**src/rtl/pht_gshare_if.sv**
```systemverilog
// ----------------------------------------------------------------------------
// pht_gshare_if
//   Groups the prediction and resolution handshakes of the pattern history
//   table into one bundle.
//
//   Signals:
//     predict     requester -> PHT  prediction request
//     pred_index  requester -> PHT  raw fetch index for the request
//     FINAL_PRED  PHT -> requester  registered prediction (1 = taken)
//     pred_valid  PHT -> requester  one-cycle pulse qualifying FINAL_PRED/pred_row
//     pred_row    PHT -> requester  table row actually read
//     resolve     resolver -> PHT   update request
//     res_row     resolver -> PHT   row to update (pred_row returned earlier)
//     incr        resolver -> PHT   branch taken
//     decr        resolver -> PHT   branch not taken
//
//   Modports: master = requester/resolver side, slave = the table itself.
// ----------------------------------------------------------------------------
interface pht_gshare_if #(
    parameter int W_IND = 4
);
    logic             predict;
    logic [W_IND-1:0] pred_index;
    logic             FINAL_PRED;
    logic             pred_valid;
    logic [W_IND-1:0] pred_row;
    logic             resolve;
    logic [W_IND-1:0] res_row;
    logic             incr;
    logic             decr;

    modport master (
        output predict, pred_index, resolve, res_row, incr, decr,
        input  FINAL_PRED, pred_valid, pred_row
    );

    modport slave (
        input  predict, pred_index, resolve, res_row, incr, decr,
        output FINAL_PRED, pred_valid, pred_row
    );
endinterface

```
**src/rtl/pht_gshare.sv**
```systemverilog
// ----------------------------------------------------------------------------
// pht_gshare
//   Pattern history table of 2**W_IND saturating counters (CNT_W bits each)
//   with a global history register. The prediction is the MSB of the selected
//   counter and is registered; a resolve to the row being read in the same
//   cycle is forwarded into the prediction.
//
//   Optional feature macro: PHT_GSHARE_EN
//     defined   : row = pred_index XOR zero-extended GHR (gshare)
//     undefined : row = pred_index (bimodal); GHR still maintained for debug
//
//   Ports:
//     clk   in   clock, all state updates on its rising edge
//     rst   in   synchronous active-high reset
//     bus   slave modport of pht_gshare_if (predict/resolve handshakes)
//     ghr   out  current global history
// ----------------------------------------------------------------------------
module pht_gshare #(
    parameter int W_IND  = 4,
    parameter int CNT_W  = 2,
    parameter int HIST_W = 4
) (
    input  logic              clk,
    input  logic              rst,
    pht_gshare_if.slave       bus,
    output logic [HIST_W-1:0] ghr
);
    localparam int DEPTH = 2 ** W_IND;
    localparam logic [CNT_W-1:0] CNT_MAX  = {CNT_W{1'b1}};
    // Weakly not-taken: 0111.. pattern, i.e. 2**(CNT_W-1)-1.
    localparam logic [CNT_W-1:0] CNT_INIT = {1'b0, {(CNT_W-1){1'b1}}};

    logic [CNT_W-1:0]  table_q [DEPTH];
    logic [HIST_W-1:0] ghr_q;
    logic              pred_q;
    logic              valid_q;
    logic [W_IND-1:0]  row_q;

    logic              upd_en;
    logic [CNT_W-1:0]  upd_cnt;
    logic [W_IND-1:0]  row;
    logic [CNT_W-1:0]  rd_cnt;
    logic [HIST_W-1:0] ghr_next;

`ifdef PHT_GSHARE_EN
    logic [W_IND-1:0]  ghr_ext;
`endif

    // Only a resolve with exactly one direction bit is a real update.
    assign upd_en = bus.resolve & (bus.incr ^ bus.decr);

    always_comb begin
        // NOTE: every combinational output gets a default first so no path
        // leaves it unassigned, which would infer a latch.
        upd_cnt = table_q[bus.res_row];
        if (bus.incr) begin
            if (upd_cnt != CNT_MAX) upd_cnt = upd_cnt + 1'b1;
        end else begin
            if (upd_cnt != '0) upd_cnt = upd_cnt - 1'b1;
        end
    end

    // Shift in the outcome; truncating {ghr, incr} keeps the low HIST_W bits,
    // which also covers HIST_W = 1.
    assign ghr_next = HIST_W'({ghr_q, bus.incr});

`ifdef PHT_GSHARE_EN
    always_comb begin
        ghr_ext = '0;
        ghr_ext[HIST_W-1:0] = ghr_q;
    end
    // XOR of two W_IND-bit values wraps modulo the table depth by construction.
    assign row = bus.pred_index ^ ghr_ext;
`else
    assign row = bus.pred_index;
`endif

    // Forward the post-update value when the resolve hits the row being read.
    assign rd_cnt = (upd_en && (row == bus.res_row)) ? upd_cnt : table_q[row];

    // NOTE: sequential state uses non-blocking assignments so every register
    // samples pre-edge values regardless of statement order.
    always_ff @(posedge clk) begin
        if (rst) begin
            // NOTE: the table is reset in full on one edge, so it is built
            // from flops rather than a RAM macro (RAMs cannot be cleared).
            for (int i = 0; i < DEPTH; i++) table_q[i] <= CNT_INIT;
            ghr_q   <= '0;
            pred_q  <= 1'b0;
            valid_q <= 1'b0;
            row_q   <= '0;
        end else begin
            if (upd_en) begin
                table_q[bus.res_row] <= upd_cnt;
                ghr_q                <= ghr_next;
            end
            valid_q <= bus.predict;
            if (bus.predict) begin
                pred_q <= rd_cnt[CNT_W-1];
                row_q  <= row;
            end
        end
    end

    assign bus.FINAL_PRED = pred_q;
    assign bus.pred_valid = valid_q;
    assign bus.pred_row   = row_q;
    assign ghr            = ghr_q;
endmodule

```
**src/flat_wrapper.sv**
```systemverilog
// flat-port wrapper written by rule: the top's interface ports become plain ports
module pht_gshare_flat 
#(
    parameter int W_IND  = 4,
    parameter int CNT_W  = 2,
    parameter int HIST_W = 4
)
  (clk, rst, ghr, bus_predict, bus_pred_index, bus_resolve, bus_res_row, bus_incr, bus_decr, bus_FINAL_PRED, bus_pred_valid, bus_pred_row);
  pht_gshare_if #(.W_IND(W_IND)) bus_i ();
  input  logic clk;
  input  logic rst;
  output logic [HIST_W-1:0] ghr;
  input wire logic [$bits(bus_i.predict)-1:0] bus_predict;
  input wire logic [$bits(bus_i.pred_index)-1:0] bus_pred_index;
  input wire logic [$bits(bus_i.resolve)-1:0] bus_resolve;
  input wire logic [$bits(bus_i.res_row)-1:0] bus_res_row;
  input wire logic [$bits(bus_i.incr)-1:0] bus_incr;
  input wire logic [$bits(bus_i.decr)-1:0] bus_decr;
  output wire logic [$bits(bus_i.FINAL_PRED)-1:0] bus_FINAL_PRED;
  output wire logic [$bits(bus_i.pred_valid)-1:0] bus_pred_valid;
  output wire logic [$bits(bus_i.pred_row)-1:0] bus_pred_row;
  assign bus_i.predict = bus_predict;
  assign bus_i.pred_index = bus_pred_index;
  assign bus_i.resolve = bus_resolve;
  assign bus_i.res_row = bus_res_row;
  assign bus_i.incr = bus_incr;
  assign bus_i.decr = bus_decr;
  assign bus_FINAL_PRED = bus_i.FINAL_PRED;
  assign bus_pred_valid = bus_i.pred_valid;
  assign bus_pred_row = bus_i.pred_row;
  pht_gshare #(.W_IND(W_IND), .CNT_W(CNT_W), .HIST_W(HIST_W)) u_core (.clk(clk), .rst(rst), .bus(bus_i), .ghr(ghr));
endmodule
```
**config.mk**
```make
export PLATFORM = sky130hd
export DESIGN_NAME = pht_gshare_flat
export DESIGN_NICKNAME = d
export VERILOG_FILES = /design/src/rtl/pht_gshare_if.sv /design/src/rtl/pht_gshare.sv /design/src/flat_wrapper.sv
export SDC_FILE = /design/constraint.sdc
export NUM_CORES = 1
export LEC_CHECK = 0
export ABC_AREA = 0
export BUFFER_PORTS_ARGS = -buffer_cell sky130_fd_sc_hd__buf_2
export CAP_MARGIN = 20
export CELL_PAD_IN_SITES_DETAIL_PLACEMENT = 0
export CELL_PAD_IN_SITES_GLOBAL_PLACEMENT = 1
export CORE_ASPECT_RATIO = 0.7
export CORE_MARGIN = 2
export CORE_UTILIZATION = 47
export CTS_BUF_LIST = sky130_fd_sc_hd__clkbuf_8
export CTS_CLUSTER_DIAMETER = 80
export DETAILED_ROUTE_END_ITERATION = 12
export PLACE_DENSITY = 0.87
export SYNTH_ARGS = -nofsm -noshare
export SYNTH_HDL_FRONTEND = slang
export SYNTH_SLANG_ARGS = --single-unit
```
**constraint.sdc**
```tcl
create_clock -name clk -period 2.3 [get_ports clk]
set_input_delay 0.23 -clock clk [delete_from_list [all_inputs] [get_ports clk]]
set_output_delay 0.23 -clock clk [all_outputs]
set_load 0.01 [all_outputs]
```
* Word level (Yosys, flattened, before mapping) *
Memories as Yosys holds them, arrays and structs flattened. A register that Yosys moved wholly into a read port is not among the register bits.
Index checks and enable logic that the tools add are counted.
W data, S select, Z words.

word-level totals
  register bits = 9
  RAM bits = 32
  input port bits = 14
  output and inout port bits = 10
  logic and storage cells = 22
  memories kept = 1

memories
  name            words  width  read ports  clocked after memory_dff  wr ports  line              source
  u_core.table_q  16     2      2           1                         16        pht_gshare.sv:33  logic [CNT_W-1:0] table_q [DEPTH];

cells by class
  add/sub/neg operators = 2
  equal/unequal tests = 1
  multiplexer cells = 11
  bitwise operators = 2
  reduce and logical (&&, ||, !) cells = 2

operator list
  cell                   count
  $mux W2                4
  $mux W1                6
  $mux W4                1
  $add A2 B1 Y2 const B  1
  $ne A2 B2 Y1 const B   1
  $reduce_bool A2 Y1     1
  $reduce_or A2 Y1       1
  $sub A2 B1 Y2 const B  1
  $and A1 B1 Y1          1
  $xor A1 B1 Y1          1

* Depth between registers and ports, before layout *
Gate-level depths: netlist of run 1.

  depth after elaboration = 7
  mapped depth = 8
  depth with buffers taken out = 6

* Least setup slack after synthesis of run 1 *
Ideal clock, no wire load.

  path type = input to register
  from = input bus_res_row[0]
  to = memory u_core.table_q[5][0] (data pin)
  setup time = 294 ps
  arrival = 1705 ps
  data required time = 2006 ps
  path slack = 300 ps
  cell stages on the path = 7
  path buffers = 2
  cell sequence = buf_6 mux4_1 a22oi_1 and3_4 maj3_2 buf_4 nand3_1

RTL lines
  item                line                source
  start: declaration  flat_wrapper.sv:16  input wire logic [$bits(bus_i.res_row)-1:0] bus_res_row;
  end: declaration    pht_gshare.sv:33

==> summary.md, run 1 <==
| Metric | Value |
|---|---|
| First-pass detailed-route iteration total | 5 |
| Chip Width | 86.74 um |
| Initial antenna violation count | 0 |
| Final Hold Fails | 0 |
| Routed vias/inst | ~5.6 |
| Cell family with most CP delay | multiplexers |
| Post-synthesis mux area share | between 15 and 20% |
| Synthesized area per cell | 11.85 sq um |
| TritonCTS buffer count | 5 |
| DR iter-0 viols | 105 |
| Antenna cell count | 0 |
| Vias | 1536 |
| Post-synthesis adder-cell area fraction | 1.000% |
| Netlist Area Pre-Place | between 2000 and 2500 sq um |
| Crit path launch type | flop |
| Yosys cell types | 36 |
| Post-layout min period | 2.135 ns |
| CTS tree | done |
| Post-DP Area | 2442 sq um |
| Highest clock rate | 468.4 MHz |
| VDD IR max | 233.4 uV |
| Fin Clk Skew | 0.003645 ns |
| Finished Core Util | 53.87% |
| Reg power frac | 54.3% |
| Commonest non-fill, non-tap cell in the layout | edfxtp_1 |
| Setup repair bufs after CTS | 0 |
| CP max stage delay | 0.52 ns |
| Synth Area in Compound Gates | between 1.5 and 2% |
| Total of max-cap violations | 0 |
| Endpoint type of the worst setup path | flop |
| Post-synth ARST share | 0% |
| IO Count | 24 |
| Worst-Margin Slew | 0.4865 ns |
| Post-CTS resize count | 0 |
| Final instance area | 2534 sq um |
| First-pass GRT wire length | around 7000 um |
| Grt ovf | 0 |
| Clk buf depth | 2 |
| Required @ worst endpoint | 2.34 ns |
| Simple-gate share of the synthesized area | 22.72% |
| # clock sinks | 42 |
| Worst skew pair latency | 0.30 ns |
| Power share of the clock group | 31.4% |
| Ys Warns | 0 |
| DR WL/cell | approximately 17 um |
| Total power | 1555 uW |
| Dpl hpwl | 3321 um |
| NetSw | 383.4 uW |
| Crit path DAT | 2.17 ns |
| Share of cells above drive strength 1 | 28.44% |
| Final Cycle Share | between 90% and 100% |
| Antenna-violating nets left | 0 |
| Commonest non-fill, non-tap cells in the layout | edfxtp_1, nor2_1, buf_2, nand2_1 |
| Combinational Power Share | 14.3% |
| Cells after Synth | 190 |
| Setup Crit Path Kind | flop to flop |
| Slew headroom | 67.31% |
| Sw Share | about 25% |
| Remaining DRCs | 0 |
| CTS root buf | clkbuf_8 |
| XOR/XNOR Fraction of Synth Area | 1.944% |
| Final WL | 4570 um |
| Final setup fails | 0 |
| Initial Util | a little under half |
| Pleak | 0.0009145 uW |
| Final estimated routing congestion in global placement | ~0.77 |
| Core Box Area | 4703 sq um |
| Outcome | complete, no violations |
| Cell-internal power | 1172 uW |
| Crit path cell chain | mux4_1, a22oi_1, and3_4, maj3_2, nand3_1 |
| Hold crit path type | primary input to flop |
| Top FF cell, synth | edfxtp_1 |
| Largest family of logic cells by synthesized area | simple AND/OR/NAND/NOR gates |
| Critical path's slowest cell | mux4_1 |
| Largest net degree at the start of global routing | 25 |
| Worst-path clk slew | about 0.080 ns |
| Row count | 21 |
| TNS Setup | 0 ns |
| Post-Syn Nets | just over 200 |
| Fin. max-slew vios | 0 |
| Worst-path maximum fanout | 16 |
| I/O Buffers | 23 |
| Sequential fraction of the synthesis area | around 52% |
| Synthesis-stage register bit count | between 40 and 50 |
| Vias in the first global route | 1405 |
| Crit path buffers/inverters | 0 |
| Total GRT Usage | 18.73% |
| H-tree depth | 2 |
| Hold buffer count at CTS | 0 |
| Die Y | 61.92 um |
| PD cells | 613.9 nW/um^2 |
| Area Overhead vs Synth | 12.50% |
| Die Area | 5370 sq um |
| Unrepaired setup endpoints after global routing | false |
| EDFF count, synth | 32 |
| Final #Nets | 231 |
Yosys cell counts, types with 3 or more instances:
cell type | number | area, sq um
buf_2 | 3 | 15.01
clkbuf_1 | 6 | 22.52
dfxtp_1 | 10 | 200.2
edfxtp_1 | 32 | 960.9
mux2i_1 | 9 | 90.09
mux4_1 | 5 | 131.4
mux4_2 | 7 | 157.7
nand2_1 | 20 | 75.07
nand2b_1 | 11 | 68.82
nand3_1 | 11 | 55.05
nor2_1 | 26 | 97.59
nor2b_1 | 4 | 25.02
nor3_1 | 9 | 45.04
or2_2 | 8 | 50.05
xnor2_1 | 4 | 35.03
layer usage:
layer | up-vias | GRT usage [%] | routed length [um]
met1 | 729 | 26.19 | 2109
met2 | 50 | 27.58 | 2017
met4 | 0 | 8.705 | 84
met3 | 7 | 5.152 | 358
met5 | - | 0 | 0
li1 | 750 | - | -
flip-flops by register name, indices dropped and copies added, names as in the netlist:
register,cells
u_core.ghr,4
u_core.bus.FINAL_PRED,1
u_core.bus.pred_valid,1
u_core.bus.pred_row,4
u_core.table_q,32
kinds of logic (layout without fill, tap and decap cells):
kind of cell | Yosys count | count (layout)
muxes | 21 | 21
and+or+nand+nor | 101 | 101
DFF | 42 | 42
xor gates and xnor gates | 5 | 5
AOI/OAI and AO/OA | 4 | 4
buffers and inverters | 15 | 43
adders and majority gates | 2 | 2
power by group through the flow:
stage | Clock [uW] | Sequential, uW | Combinational, uW
after CTS | 500 | 844 | 224
after detailed placement | 0 | 862 | 223
after global placement | 0 | 861 | 222
after floorplan | 0 | 862 | 151
final | 489 | 845 | 222
after global routing | 528 | 847 | 245
worst min-delay path: cells and delay by family:
family / cells / cell delay [ns]
simple gates: 1 / 0.07
buf+inv: 1 / 0.11
mux: 1 / 0.07
worst paths after layout:
path                        startpoint              endpoint  slack (ns)  cells past startpoint
hold / removal                bus_incr         u_core.ghr[0]        0.21                      3
setup / recovery  u_core.table_q[1][1]  u_core.table_q[0][0]        0.17                      5
setup reg to reg  u_core.table_q[1][1]  u_core.table_q[0][0]        0.17                      5
hold reg to reg          u_core.ghr[3]         u_core.ghr[3]        0.49                      2
layout make-up:
type | instances | area [sq um]
clock inverters | 2 | 8.758
inverters | 1 | 3.754
well taps | 57 | 71.32
fillers | 402 | 2170
repair buffers | 34 | 210.2
flip-flops and latches | 42 | 1161
clock buffers | 6 | 82.58
multi-input cells | 133 | 996.0
per-stage QoR:
step           hold WS (ns)  worst slack (ns)  std cells
6_report             0.2125            0.1650        275
5_1_grt              0.2280           0.06827        275
4_1_cts              0.2075            0.1580        275
3_5_place_dp         0.4829          -0.01011        267
3_3_place_gp         0.4682           0.08902        267
2_1_floorplan        0.3739            0.3003        190
No activity file was read; power rests on OpenSTA's default activity.
==> inputs of run 2 (changes only) <==
Settings changed: SETUP_SLACK_MARGIN set to 0.3.
==> run 2 against run 1 <==
Compared with the run above: fmax increased by 9.6%; power increased by 0.49%; clock power about the same; sequential share of layout area decreased by 0.11 points; critical path depth increased by 1; routed wire length about the same.
==> summary.md, run 2 (synthesis results as in run 1) <==
| Metric | Value |
|---|---|
| Crit path DAT | 1.99 ns (-0.18 ns) |
| Reg power frac | 54.0% (-0.3 points) |
| DR WL/cell | 16.56 um (-0.34%) |
| GR Util met2 | 27.91% (+0.33 points) |
| Share of cells above drive strength 1 | 30.59% (+2.2 points) |
| Commonest non-fill, non-tap cell in the layout | edfxtp_1 |
| Outcome | complete, no violations |
| Combinational Power Share | 14.6% (+0.3 points) |
| Final Hold Fails | 0 (unchanged) |
| CTS root buf | clkbuf_8 |
| Sw Share | 24.77% (+0.12 points) |
| Final WL | 4571 um (about the same) |
| IO Count | 24 (unchanged) |
| Worst-path maximum fanout | 14 (-2) |
| Antenna-violating nets left | 0 (unchanged) |
| Crit path buffers/inverters | 1 (+1) |
| VDD IR max | 235.6 uV (+0.96%) |
| Total of max-cap violations | 0 (unchanged) |
| Commonest non-fill, non-tap cells in the layout | edfxtp_1, nor2_1, buf_2, nand2_1 |
| Die Y | 61.92 um (unchanged) |
| Largest reg by FF count | u_core.table_q |
| Max reg flops | 32 (unchanged) |
| Endpoint type of the worst setup path | flop |
| Worst Slack Setup Final | 0.3518 ns (+0.1868 ns) |
| # clock sinks | 42 (unchanged) |
| Antenna cell count | 0 (unchanged) |
| Vias | 1539 (+0.20%) |
| Fin. max-slew vios | 0 (unchanged) |
| Final estimated routing congestion in global placement | 0.7671 (unchanged) |
| Final instance area | 2540 sq um (+0.25%) |
| Area Overhead vs Synth | 12.78% |
| NetSw | 387.1 uW (+0.96%) |
| Crit path launch type | flop |
| Final setup fails | 0 (unchanged) |
| H-tree depth | 2 (unchanged) |
| Initial antenna violation count | 0 (unchanged) |
| TNS Setup | 0 ns (unchanged) |
| Post-layout min period | 1.948 ns (-0.1868 ns) |
| Total GRT Usage | 18.70% (-0.029 points) |
| Met3 usage | 5.152% (unchanged) |
| I/O Buffers | 23 (unchanged) |
| Vias in the first global route | 1402 (-0.21%) |
| Cell family with most CP delay | multiplexers |
| Met1 usage | 26.11% (-0.085 points) |
| Setup Crit Path Kind | flop to flop |
| Power share of the clock group | 31.3% (about the same) |
| Die Area | 5370 sq um (unchanged) |
| Non-Filler Instances | 276 (+0.36%) |
| Row count | 21 (unchanged) |
| Crit path cell chain | mux4_2, a22oi_2, and3_4, maj3_2, buf_12, nor4_1 |
| Global route hottest layer | met2 |
| Slew headroom | 66.97% (-0.34 points) |
| Pleak | 0.0009103 uW (-0.46%) |
| TritonCTS buffer count | 5 (unchanged) |
| First-pass GRT wire length | 7100 um (-0.18%) |
| Unrepaired setup endpoints after global routing | true |
| Chip Width | 86.74 um (unchanged) |
| Worst-path clk slew | 0.08 ns (about the same) |
| Dpl ws | -0.01011 ns (unchanged) |
| Largest net degree at the start of global routing | 25 (unchanged) |
| Grt ovf | 0 (unchanged) |
| Dpl cells | 267 (unchanged) |
| Dpl hpwl | 3321 um (unchanged) |
| Highest clock rate | 513.3 MHz (+9.6%) |
| Clk buf depth | 2 (unchanged) |
| Post-DP Area | 2442 sq um (unchanged) |
| CP max stage delay | 0.48 ns (-0.04 ns) |
| Final Cycle Share | 84.70% (-8.1 points) |
| First-pass detailed-route iteration total | 5 (unchanged) |
| DR iter-0 viols | 102 (-2.9%) |
| Hold buffer count at CTS | 0 (unchanged) |
| Worst skew pair latency | 0.30 ns (about the same) |
| Critical path's slowest cell | mux4_2 |
| Cell-internal power | 1176 uW (+0.33%) |
| Fin Clk Skew | 0.002722 ns (-0.0009231 ns) |
| Routed vias/inst | 5.576 (-0.17%) |
| PD cells | 615.4 nW/um^2 (+0.24%) |
| Worst-Margin Slew | 0.4916 ns (+0.005076 ns) |
| Remaining DRCs | 0 (unchanged) |
| Initial Util | 47.89% (unchanged) |
| Hold crit path type | primary input to flop |
| Final #Nets | 232 (+0.43%) |
| Required @ worst endpoint | 2.34 ns (about the same) |
| CTS tree | done |
| Core Box Area | 4703 sq um (unchanged) |
## run 2: changes by cell type in the layout (fill, tap and decap cells not counted)
cell,change
a22oi_2,+1
buf_2,-1
clkbuf_4,+1
buf_4,+1
mux4_2,+3
mux4_1,-3
maj3_4,+1
a22oi_1,-1
maj3_2,-1
## run 2: final timing paths
check,slack [ns],cells past startpoint,from,endpoint
worst max-delay path,0.35,6,u_core.table_q[1][1],u_core.table_q[2][1]
worst min-delay path,0.21,3,bus_incr,u_core.ghr[0]
worst max register to register,0.35,6,u_core.table_q[1][1],u_core.table_q[2][1]
worst min register to register,0.49,2,u_core.ghr[3],u_core.ghr[3]
## run 2: cell type report
type                            instances  area [sq um]
Sequential cell                        42          1161
Clock buffer                            6         82.58
Clock inverter                          2         8.758
Inverter                                1         3.754
Timing Repair Buffer                   35         220.2
Fill cell                             407          2163
Tap cell                               57         71.32
Multi-Input combinational cell        133         992.2
## run 2: worst reg2reg max path: cells and delay by family, from the launching register on
kind	cells	cell delay (ns)
buffers and inverters	1	0.15
multiplexers	1	0.48
adder cells (fa/ha/maj)	1	0.21
AO/OA/AOI/OAI	1	0.17
AND/OR/NAND/NOR	2	0.27
flip-flops	1	0.42
## run 2: per-layer routing
layer	part of all wire, %	vias up	wire, um
li1	-	751	-
met2	44	46	2020
met4	1.8	0	84
met1	48	735	2202
met5	0	-	0
met3	5.8	7	264
## run 2: repair_timing
action / 4_1_cts / 5_1_grt
pin swaps: 1 / 0
resized for setup: 2 / 4
setup endpoints to repair: 26 / 32
buffers inserted: 1 / 0
## run 2: per-stage QoR
step | hold slack, ns | total power (uW) | utilization, %
final | 0.2140 | 1563 | 54.00
after global routing | 0.2280 | 1626 | 54.00
after CTS | 0.2075 | 1573 | 54.00
after detailed placement | 0.4829 | 1084 | 51.93
after global placement | 0.4682 | 1083 | 51.93
after floorplan | 0.3739 | 1013 | -
## run 2: power by group through the flow
stage                     logic, uW  clock network [uW]  registers, uW
after floorplan                 151                   0            862
after global placement          222                   0            861
after detailed placement        223                   0            862
after CTS                       228                 500            844
after global routing            251                 528            847
final                           228                 490            845
